`config.mk`:
```
export PLATFORM = sky130hd
export DESIGN_NAME = ps2_host_fifo
export DESIGN_NICKNAME = d
export VERILOG_FILES = /design/src/rtl/ps2_pkg.sv /design/src/rtl/ps2_rx_fifo.sv /design/src/rtl/ps2_host_fifo.sv
export SDC_FILE = /design/constraint.sdc
export NUM_CORES = 1
export LEC_CHECK = 0
export CAP_MARGIN = 0
export CORE_ASPECT_RATIO = 0.6
export CORE_MARGIN = 2
export CORE_UTILIZATION = 25
export DETAILED_ROUTE_END_ITERATION = 6
export DONT_BUFFER_PORTS = 1
export PLACE_DENSITY_LB_ADDON = 0.3
export REMOVE_ABC_BUFFERS = 1
export SYNTH_ARGS = -nofsm -noshare
export SYNTH_HDL_FRONTEND = slang
export SYNTH_SLANG_ARGS = --single-unit
```
`constraint.sdc`:
```
create_clock -name CLK -period 5.4 [get_ports CLK]
set_input_delay 0.54 -clock CLK [delete_from_list [all_inputs] [get_ports CLK]]
set_output_delay 0.54 -clock CLK [all_outputs]
set_load 0.1 [all_outputs]
```
`src/rtl/ps2_pkg.sv`:
```
// Shared PS/2 definitions: controller state encoding, frame length and parity helper.
package ps2_pkg;

  typedef enum logic [2:0] {
    StIdle,
    StRx,
    StTxInhibit,
    StTxReq,
    StTxBits,
    StTxAck
  } ps2_state_e;

  // start + 8 data + parity + stop
  localparam int unsigned FrameBits = 11;

  // Bit value that makes the total count of ones across data and parity odd.
  function automatic logic odd_parity(input logic [7:0] data);
    return ~^data;
  endfunction

endpackage

```
`src/rtl/ps2_rx_fifo.sv`:
```
// Show-ahead receive FIFO with sticky overflow flag; head reads as zero when empty.
module ps2_rx_fifo #(
  parameter int unsigned DEPTH = 8,
  parameter int unsigned WIDTH = 8
) (
  input  logic                     i_clk,
  input  logic                     i_rst_n,
  input  logic                     i_push,
  input  logic [WIDTH-1:0]         i_data,
  input  logic                     i_pop,
  output logic [WIDTH-1:0]         o_data,
  output logic                     o_valid,
  output logic [$clog2(DEPTH):0]   o_count,
  output logic                     o_overflow
);
  localparam int unsigned AW = $clog2(DEPTH);

  logic [WIDTH-1:0] r_mem [DEPTH];
  logic [AW-1:0]    r_rd_ptr;
  logic [AW-1:0]    r_wr_ptr;
  logic [AW:0]      r_count;
  logic             r_overflow;
  logic             w_pop;
  logic             w_push;

  assign w_pop  = i_pop && (r_count != '0);
  // A pop in the same cycle frees the slot, so a full FIFO still accepts the byte.
  assign w_push = i_push && ((r_count != (AW+1)'(DEPTH)) || w_pop);

  always_ff @(posedge i_clk or negedge i_rst_n) begin
    if (!i_rst_n) begin
      r_rd_ptr   <= '0;
      r_wr_ptr   <= '0;
      r_count    <= '0;
      r_overflow <= 1'b0;
    end else begin
      if (w_push) r_wr_ptr <= r_wr_ptr + 1'b1;
      if (w_pop)  r_rd_ptr <= r_rd_ptr + 1'b1;
      if (w_push && !w_pop)      r_count <= r_count + 1'b1;
      else if (w_pop && !w_push) r_count <= r_count - 1'b1;
      if (i_push && !w_push) r_overflow <= 1'b1;
      else if (i_pop)        r_overflow <= 1'b0;
    end
  end

  always_ff @(posedge i_clk) begin
    if (w_push) r_mem[r_wr_ptr] <= i_data;
  end

  assign o_valid    = (r_count != '0);
  assign o_data     = o_valid ? r_mem[r_rd_ptr] : '0;
  assign o_count    = r_count;
  assign o_overflow = r_overflow;

endmodule

```
`src/rtl/ps2_host_fifo.sv`:
```
// PS/2 host: filtered line inputs, receive framing into a FIFO, and host-to-device transmit.
module ps2_host_fifo
  import ps2_pkg::*;
#(
  parameter int unsigned FIFO_DEPTH     = 8,
  parameter int unsigned FILTER_LEN     = 4,
  parameter int unsigned INHIBIT_CYCLES = 5000,
  parameter int unsigned TIMEOUT_CYCLES = 100000
) (
  input  logic                          CLK,
  input  logic                          RST,
  input  logic                          ps2_clk_i,
  input  logic                          ps2_data_i,
  output logic                          ps2_clk_oe,
  output logic                          ps2_data_oe,
  input  logic [7:0]                    tx_data,
  input  logic                          tx_write,
  output logic                          tx_busy,
  output logic                          tx_done,
  output logic                          tx_err,
  output logic [7:0]                    rx_data,
  output logic                          rx_valid,
  input  logic                          rx_read,
  output logic [$clog2(FIFO_DEPTH):0]   rx_count,
  output logic                          rx_parity_err,
  output logic                          rx_frame_err,
  output logic                          rx_overflow
);
  localparam int unsigned FCW  = $clog2(FILTER_LEN) + 1;
  localparam int unsigned TMax = (TIMEOUT_CYCLES > INHIBIT_CYCLES) ? TIMEOUT_CYCLES
                                                                   : INHIBIT_CYCLES;
  localparam int unsigned TW   = $clog2(TMax) + 1;

  // Index 0 is the clock line, index 1 the data line.
  logic [1:0]     r_sync1;
  logic [1:0]     r_sync2;
  logic [1:0]     r_filt;
  logic [FCW-1:0] r_fcnt [2];
  logic           r_clk_fall;
  logic           w_data;

  always_ff @(posedge CLK or negedge RST) begin
    if (!RST) begin
      r_sync1    <= 2'b11;
      r_sync2    <= 2'b11;
      r_filt     <= 2'b11;
      r_fcnt[0]  <= '0;
      r_fcnt[1]  <= '0;
      r_clk_fall <= 1'b0;
    end else begin
      r_sync1    <= {ps2_data_i, ps2_clk_i};
      r_sync2    <= r_sync1;
      r_clk_fall <= 1'b0;
      for (int i = 0; i < 2; i++) begin
        if (r_sync2[i] == r_filt[i]) begin
          r_fcnt[i] <= '0;
        end else if (r_fcnt[i] == FCW'(FILTER_LEN - 1)) begin
          r_fcnt[i] <= '0;
          r_filt[i] <= r_sync2[i];
          if (i == 0 && !r_sync2[i]) r_clk_fall <= 1'b1;
        end else begin
          r_fcnt[i] <= r_fcnt[i] + 1'b1;
        end
      end
    end
  end

  assign w_data = r_filt[1];

  ps2_state_e    r_state;
  logic [3:0]    r_bit_cnt;
  logic [7:0]    r_shift;
  logic          r_par;
  logic [8:0]    r_tx_frame;
  logic [TW-1:0] r_timer;
  logic          r_clk_oe;
  logic          r_data_oe;
  logic          r_busy;
  logic          r_tx_done;
  logic          r_tx_err;
  logic          r_par_err;
  logic          r_frm_err;
  logic          r_push;
  logic          w_timeout;

  assign w_timeout = (r_timer == TW'(TIMEOUT_CYCLES - 1));

  always_ff @(posedge CLK or negedge RST) begin
    if (!RST) begin
      r_state    <= StIdle;
      r_bit_cnt  <= '0;
      r_shift    <= '0;
      r_par      <= 1'b0;
      r_tx_frame <= '0;
      r_timer    <= '0;
      r_clk_oe   <= 1'b0;
      r_data_oe  <= 1'b0;
      r_busy     <= 1'b0;
      r_tx_done  <= 1'b0;
      r_tx_err   <= 1'b0;
      r_par_err  <= 1'b0;
      r_frm_err  <= 1'b0;
      r_push     <= 1'b0;
    end else begin
      r_tx_done <= 1'b0;
      r_tx_err  <= 1'b0;
      r_par_err <= 1'b0;
      r_frm_err <= 1'b0;
      r_push    <= 1'b0;
      r_timer   <= r_clk_fall ? '0 : r_timer + 1'b1;
      unique case (r_state)
        StIdle: begin
          r_timer <= '0;
          if (tx_write) begin
            r_tx_frame <= {odd_parity(tx_data), tx_data};
            r_clk_oe   <= 1'b1;
            r_busy     <= 1'b1;
            r_state    <= StTxInhibit;
          end else if (r_clk_fall && !w_data) begin
            r_bit_cnt <= '0;
            r_state   <= StRx;
          end
        end
        StRx: begin
          if (r_clk_fall) begin
            r_bit_cnt <= r_bit_cnt + 1'b1;
            if (r_bit_cnt < 4'd8) begin
              r_shift <= {w_data, r_shift[7:1]};
            end else if (r_bit_cnt == 4'd8) begin
              r_par <= w_data;
            end else begin
              r_state <= StIdle;
              if (!w_data)                             r_frm_err <= 1'b1;
              else if (r_par != odd_parity(r_shift))   r_par_err <= 1'b1;
              else                                     r_push    <= 1'b1;
            end
          end else if (w_timeout) begin
            r_frm_err <= 1'b1;
            r_state   <= StIdle;
          end
        end
        StTxInhibit: begin
          // Our own clock pull-down shows up as a falling edge; it must not restart the count.
          r_timer <= r_timer + 1'b1;
          if (r_timer == TW'(INHIBIT_CYCLES - 1)) begin
            r_clk_oe  <= 1'b0;
            r_data_oe <= 1'b1;
            r_timer   <= '0;
            r_state   <= StTxReq;
          end
        end
        StTxReq, StTxBits, StTxAck: begin
          if (r_clk_fall) begin
            if (r_state == StTxReq) begin
              r_data_oe <= ~r_tx_frame[0];
              r_bit_cnt <= 4'd1;
              r_state   <= StTxBits;
            end else if (r_state == StTxBits) begin
              if (r_bit_cnt == 4'(FrameBits - 2)) begin
                r_data_oe <= 1'b0;
                r_state   <= StTxAck;
              end else begin
                r_data_oe <= ~r_tx_frame[r_bit_cnt];
                r_bit_cnt <= r_bit_cnt + 1'b1;
              end
            end else begin
              r_tx_done <= !w_data;
              r_tx_err  <= w_data;
              r_busy    <= 1'b0;
              r_state   <= StIdle;
            end
          end else if (w_timeout) begin
            r_clk_oe  <= 1'b0;
            r_data_oe <= 1'b0;
            r_busy    <= 1'b0;
            r_tx_err  <= 1'b1;
            r_state   <= StIdle;
          end
        end
        default: r_state <= StIdle;
      endcase
    end
  end

  ps2_rx_fifo #(
    .DEPTH(FIFO_DEPTH),
    .WIDTH(8)
  ) u_rx_fifo (
    .i_clk      (CLK),
    .i_rst_n    (RST),
    .i_push     (r_push),
    .i_data     (r_shift),
    .i_pop      (rx_read),
    .o_data     (rx_data),
    .o_valid    (rx_valid),
    .o_count    (rx_count),
    .o_overflow (rx_overflow)
  );

  assign ps2_clk_oe    = r_clk_oe;
  assign ps2_data_oe   = r_data_oe;
  assign tx_busy       = r_busy;
  assign tx_done       = r_tx_done;
  assign tx_err        = r_tx_err;
  assign rx_parity_err = r_par_err;
  assign rx_frame_err  = r_frm_err;

endmodule

```
### After elaboration in Yosys (flattened, before gate mapping)

Memory sizes are Yosys's and may differ from the RTL's.
Index checks and enable logic that the tools add are counted.
W data, S select, Z words.

* output and inout port bits: 21
* memories: 1
* register bits after elaboration: 75
* RAM bits: 64

Memories
* u_rx_fifo.r_mem: depth 8, bits a word 8, read ports 1, clocked after Yosys merged registers in 0, write ports 1, RTL line ps2_rx_fifo.sv:18 `logic [WIDTH-1:0] r_mem [DEPTH];`

* bitwise logic cells: 5
* equal/unequal tests: 33
* magnitude comparators: 2
* reduce and logical (&&, ||, !) cells: 31
* add/subtract/negate cells: 8
* muxes and demuxes: 80

Operator list (count)
* $mux W1: 46
* $mux W3: 15
* $mux W18: 2
* $mux W4: 9
* $pmux W18 S2: 1
* $ne A3 B3 Y1 const B: 8
* $add A18 B1 Y18 const B: 1
* $eq A18 B13 Y1 const B: 1
* $eq A18 B17 Y1 const B: 1
* $ne A2 B2 Y1 const B: 8
* $reduce_xnor A8 Y1: 2
* $reduce_and A5 Y1: 3
* $add A3 B1 Y3 const B: 4
* $eq A3 B2 Y1 const B: 4
* $pmux W3 S4: 1
* $pmux W4 S3: 1
* $add A4 B1 Y4 const B: 2
* $eq A4 B4 Y1 const B: 2
* $mux W8: 1
* $ne A4 B4 Y1 const B: 2
* $reduce_and A4 Y1: 2
* $reduce_bool A2 Y1: 4
* $reduce_and A7 Y1: 1
* $eq A3 B3 Y1 const B: 2
* 20 further kinds: 36

### Longest topological paths before layout

* depth in word-level cells: 8
* gate-level depth with buffers: 11
* mapped depth without buffers: 11

### Hierarchy

From an unflattened synthesis, not the netlist that was laid out.

* cells, all modules: 449
* area total of the unflattened synthesis: 6347.3 µm²

Modules (own cells, without submodules)
* ps2_host_fifo: area each 3245.6 µm², seq. area each 1609.0 µm², instances 1, cells an instance 288
* ps2_rx_fifo: area each 3101.7 µm², seq. area each 2197.1 µm², instances 1, cells an instance 161

### Least setup slack after synthesis

OpenSTA, ideal clock, no wires.

* kind: register to register
* from: register u_rx_fifo.r_count[1], in the netlist u_rx_fifo.o_count[1]
* to: register u_rx_fifo.r_count[3], in the netlist u_rx_fifo.o_count[3]
* path buffers: 0
* arrival time: 3.541 ns
* data required time: 5.236 ns
* stages on the path, launching flop included: 12
* setup slack: 1.695 ns
* path through: dfrtp_1 -> nor4_2 -> inv_1 -> nand2_1 -> ha_1 -> inv_1 -> ha_1 -> a21o_1 -> a21oi_1 -> xnor2_1 -> nor2_1 -> xor2_1

* longest elaborated chain between the ends: 7

Ends and longest elaborated chain
* start: declaration: RTL line ps2_rx_fifo.sv:21 `logic [AW:0] r_count;`
* start signal: assignment: RTL line ps2_rx_fifo.sv:39 `if (w_push && !w_pop) r_count <= r_count + 1'b1;`
* start signal: assignment: RTL line ps2_rx_fifo.sv:40 `else if (w_pop && !w_push) r_count <= r_count - 1'b1;`
* $reduce_bool A4 Y1 (*)
* net rx_valid: RTL line ps2_host_fifo.sv:22 `output logic rx_valid,`
* $logic_and A1 B1 Y1 (*): RTL line ps2_rx_fifo.sv:26 `assign w_pop = i_pop && (r_count != '0);`
* $logic_or A1 B1 Y1: RTL line ps2_rx_fifo.sv:28 `assign w_push = i_push && ((r_count != (AW+1)'(DEPTH)) || w_pop);`
* $logic_and A1 B1 Y1: RTL line ps2_rx_fifo.sv:28
* $logic_not A1 Y1: RTL line ps2_rx_fifo.sv:40
* $logic_and A1 B1 Y1: RTL line ps2_rx_fifo.sv:40
* $reduce_bool A2 Y1 (no line)

Mark *: on every way through the listed nets, which the timed path passes. The rest lies on a longest branch. The select of a mux whose other input is x is not followed.
A chain may end at the register's enable or synchronous reset.

### Final worst setup path

Same ends and word-level chain as after synthesis.

==> impl_metrics.toml <==
[synth]
synth_edf_count = 64
synth_compound_area_share_pct = 5.11
yosysUniqueCellTypes = 59
yosys-mux-area-fraction_pct = 12.2
ys_seq_area_share_pct = 61.0
syn_area_mm2 = 0.00624
yosys_warnings = 0
synth_top_area_share_pct = 30.8
synthTopCellsByArea = "edfxtp_1 31%, dfrtp_1 28%, mux4_2 6.1%"
dominantRegCellSynth = "dfrtp_1"
synthCells = 456
synth-seq-cells = 139
synth-adder-area-share_pct = 2.73
syn_area_per_cell_um2 = 13.7
synth_top_family_by_area = "multiplexers"
synth_xor_area_share_pct = 5.75
yosys.area_share.simple_pct = 11.3
async_flop_share_pct = 54.0
synth_largest_area_cell = "edfxtp_1"

[route]
drtAntennaViolNets = 0
drc = 0
viasPerCell = 4.51
routed_wire_length_per_instance_um = 16.0
drtPass1Iterations = 4
num_vias = 3587
finalWirelength_um = 12800
drt_iter0_markers = 201

[sta]
finalHoldViolations = 0
slew_headroom_pct = 24.1
setup_viol = 0
period_needed_ns = 4.51
skew_ns = 0.00823
slew_viol_final = 0
timing.final.crit_share_pct = 83.6
tightestPinTransition_ns = 1.13
rsz0062_at_grt = "no"
fmax_mhz = 222
setup_ws_ns = 0.886
hold_ws_ns = 0.00190
final.setup.tns_ns = 0

[clock_network]
cts_made_buffers = 17
cts-htree-levels = 4
cts_setup_buffers = 0
cts.repair.resized = 0
clk_pin_slew_ns = 0.06
clk_latency_ns = 0.41
cts_tree = "built"
cts_buffer_depth = 2
cts_root_buffer = "clkbuf_16"
hold_buffers = 1
cts_sinks = 139

[floorplan]
start_util_pct = 25.7
fp-row-count = 44
io_pins = 35
die_w_um = 208
core_mm2 = 0.0243
die_area_mm2 = 0.0263
die_y_um = 126

[place]
dp_hpwl_um = 8670
place.gp.congestion = 0.776
dp_slack_ns = 0.823
portBuffers = 0

[critical_path]
ff2ff_setup_slack_ns = 0.89
cp_max_fo = 9
cp_num_cells = 11
path_buf_inv = 2
r2r-end = "u_rx_fifo.o_count[3]"
path_delay_family = "simple AND/OR/NAND/NOR gates"
cp-end-kind = "flip-flop"
rr_startpoint = "u_rx_fifo.o_count[1]"
worstSetupStartpoint = "u_rx_fifo.o_count[1]"
ff2ff_path_depth = 11
cp.required_ns = 5.65
crit_slowest_cell = "nor4_2"
cp_slowest_stage_delay_ns = 1.13
crit_arrival_ns = 4.77
critPathLaunchType = "flip-flop"
path_cells = "nor4_2, inv_1, nand2_1, ha_1, inv_1, ha_1, a21o_1, a21oi_1, xnor2_1, nor2_1, xor2_1"
cp-endpoint = "u_rx_fifo.o_count[3]"
crit_type = "reg2reg"

[power]
power.leakage_nw = 2.67
power.density_mw_per_mm2 = 405
ir_drop_v = 0.000193

[layout]
diodes = 0
drive_gt1_share_pct = 21.3
final_core_util_pct = 29.8
area_growth_pct = 16.0
final_nets = 488

[job]
drv_cap = 0

[global_route]
grt_max_degree = 76
track_usage_pct = 10.3
antenna_found_initial = 0
grt_overflow = 0
grt_pass1_vias = 3812
grt_pass1_wl_um = 20700

[min_path]
worstHoldPathType = "in2async"

[status]
outcome = "finished clean"
## layout by cell type, fill, tap and decap left out, drive strengths merged, types with 2 or more instances in the layout
cell,Yosys,layout
o22ai,3,3
or2,2,2
xnor2,32,32
nor4b,4,4
xor2,9,9
a21o,3,3
a21oi,4,4
or4,4,4
ha,12,12
mux2i,11,11
bufinv,0,2
nor4,4,4
dfrtp,69,69
and3b,2,2
nand2b,6,6
nand2,19,19
clkbuf,8,17
nand4,6,6
dfstp,6,6
and3,2,2
mux4,17,17
clkinv,0,7
nor2,47,47
a2111oi,2,2
o21ai,14,14
buf,9,3
o21a,2,2
mux2,24,24
a211oi,2,2
nor2b,8,8
nor3,11,11
nand3,14,14
nor3b,5,5
inv,14,19
edfxtp,64,64
## Yosys cell counts (all sizes together), types with 2 or more instances
master,count
dfrtp,69
edfxtp,64
nor2,47
xnor2,32
mux2,24
nand2,19
mux4,17
inv,14
nand3,14
o21ai,14
ha,12
mux2i,11
nor3,11
buf,9
xor2,9
clkbuf,8
nor2b,8
dfstp,6
nand2b,6
nand4,6
nor3b,5
a21oi,4
nor4,4
nor4b,4
or4,4
a21o,3
o22ai,3
a2111oi,2
a211oi,2
and3,2
and3b,2
o21a,2
or2,2
## registers in the layout, summed over array words and instances, names as in the netlist, 3 cells and up
name	count
r_fcnt	6
r_tx_frame	9
r_state	3
u_rx_fifo.r_mem	64
r_timer	18
u_rx_fifo.o_count	4
u_rx_fifo.r_rd_ptr	3
u_rx_fifo.r_wr_ptr	3
r_shift	8
r_bit_cnt	4
## cell type report
type	count	area (um2)
tap	322	403
clock buffer	17	425
multi-input combinational	286	2350
inverter	14	52.6
clock inverter	15	165
fill	2417	17100
timing repair buffer	3	42.5
sequential	139	3810
## how the worst min path moves through the flow
stage                      end  cells after the start  startpoint
finish              r_timer[9]                      1         RST
global route        ps2_clk_oe                      1         RST
CTS                 ps2_clk_oe                      1         RST
detailed placement  ps2_clk_oe                      0         RST
global placement    ps2_clk_oe                      0         RST
floorplan           ps2_clk_oe                      0         RST
## logic make-up after synthesis
family	count (synthesis)
xor+xnor	41
fa+ha+maj	13
compound gates	44
flops	139
buf+inv	31
simple gates	136
mux	52
## routing by layer
metal  GRT usage [%]  share of wire, %  wire length (um)  vias to the layer above
met3            3.49               4.3               546                        8
li1                -                 -                 -                     1689
met1            14.1                51              6520                     1834
met4            3.25              0.68                87                        0
met2            15.3                44              5600                       56
met5               0                 0                 0                        -
## power by group
group	switching (mW)	total [mW]	internal (mW)
Sequential	0.206	1.42	1.21
Combinational	0.172	0.348	0.177
Clock	0.472	1.16	0.690
## through the flow
step	instances	cell area, um2	power [mW]
2_1_floorplan	439	6170	1.67
3_3_place_gp	763	6620	1.76
3_5_place_dp	763	6620	1.78
4_1_cts	796	7240	2.96
5_1_grt	796	7240	3.08
6_report	796	7240	2.93
(Power assumes the default switching activity.)
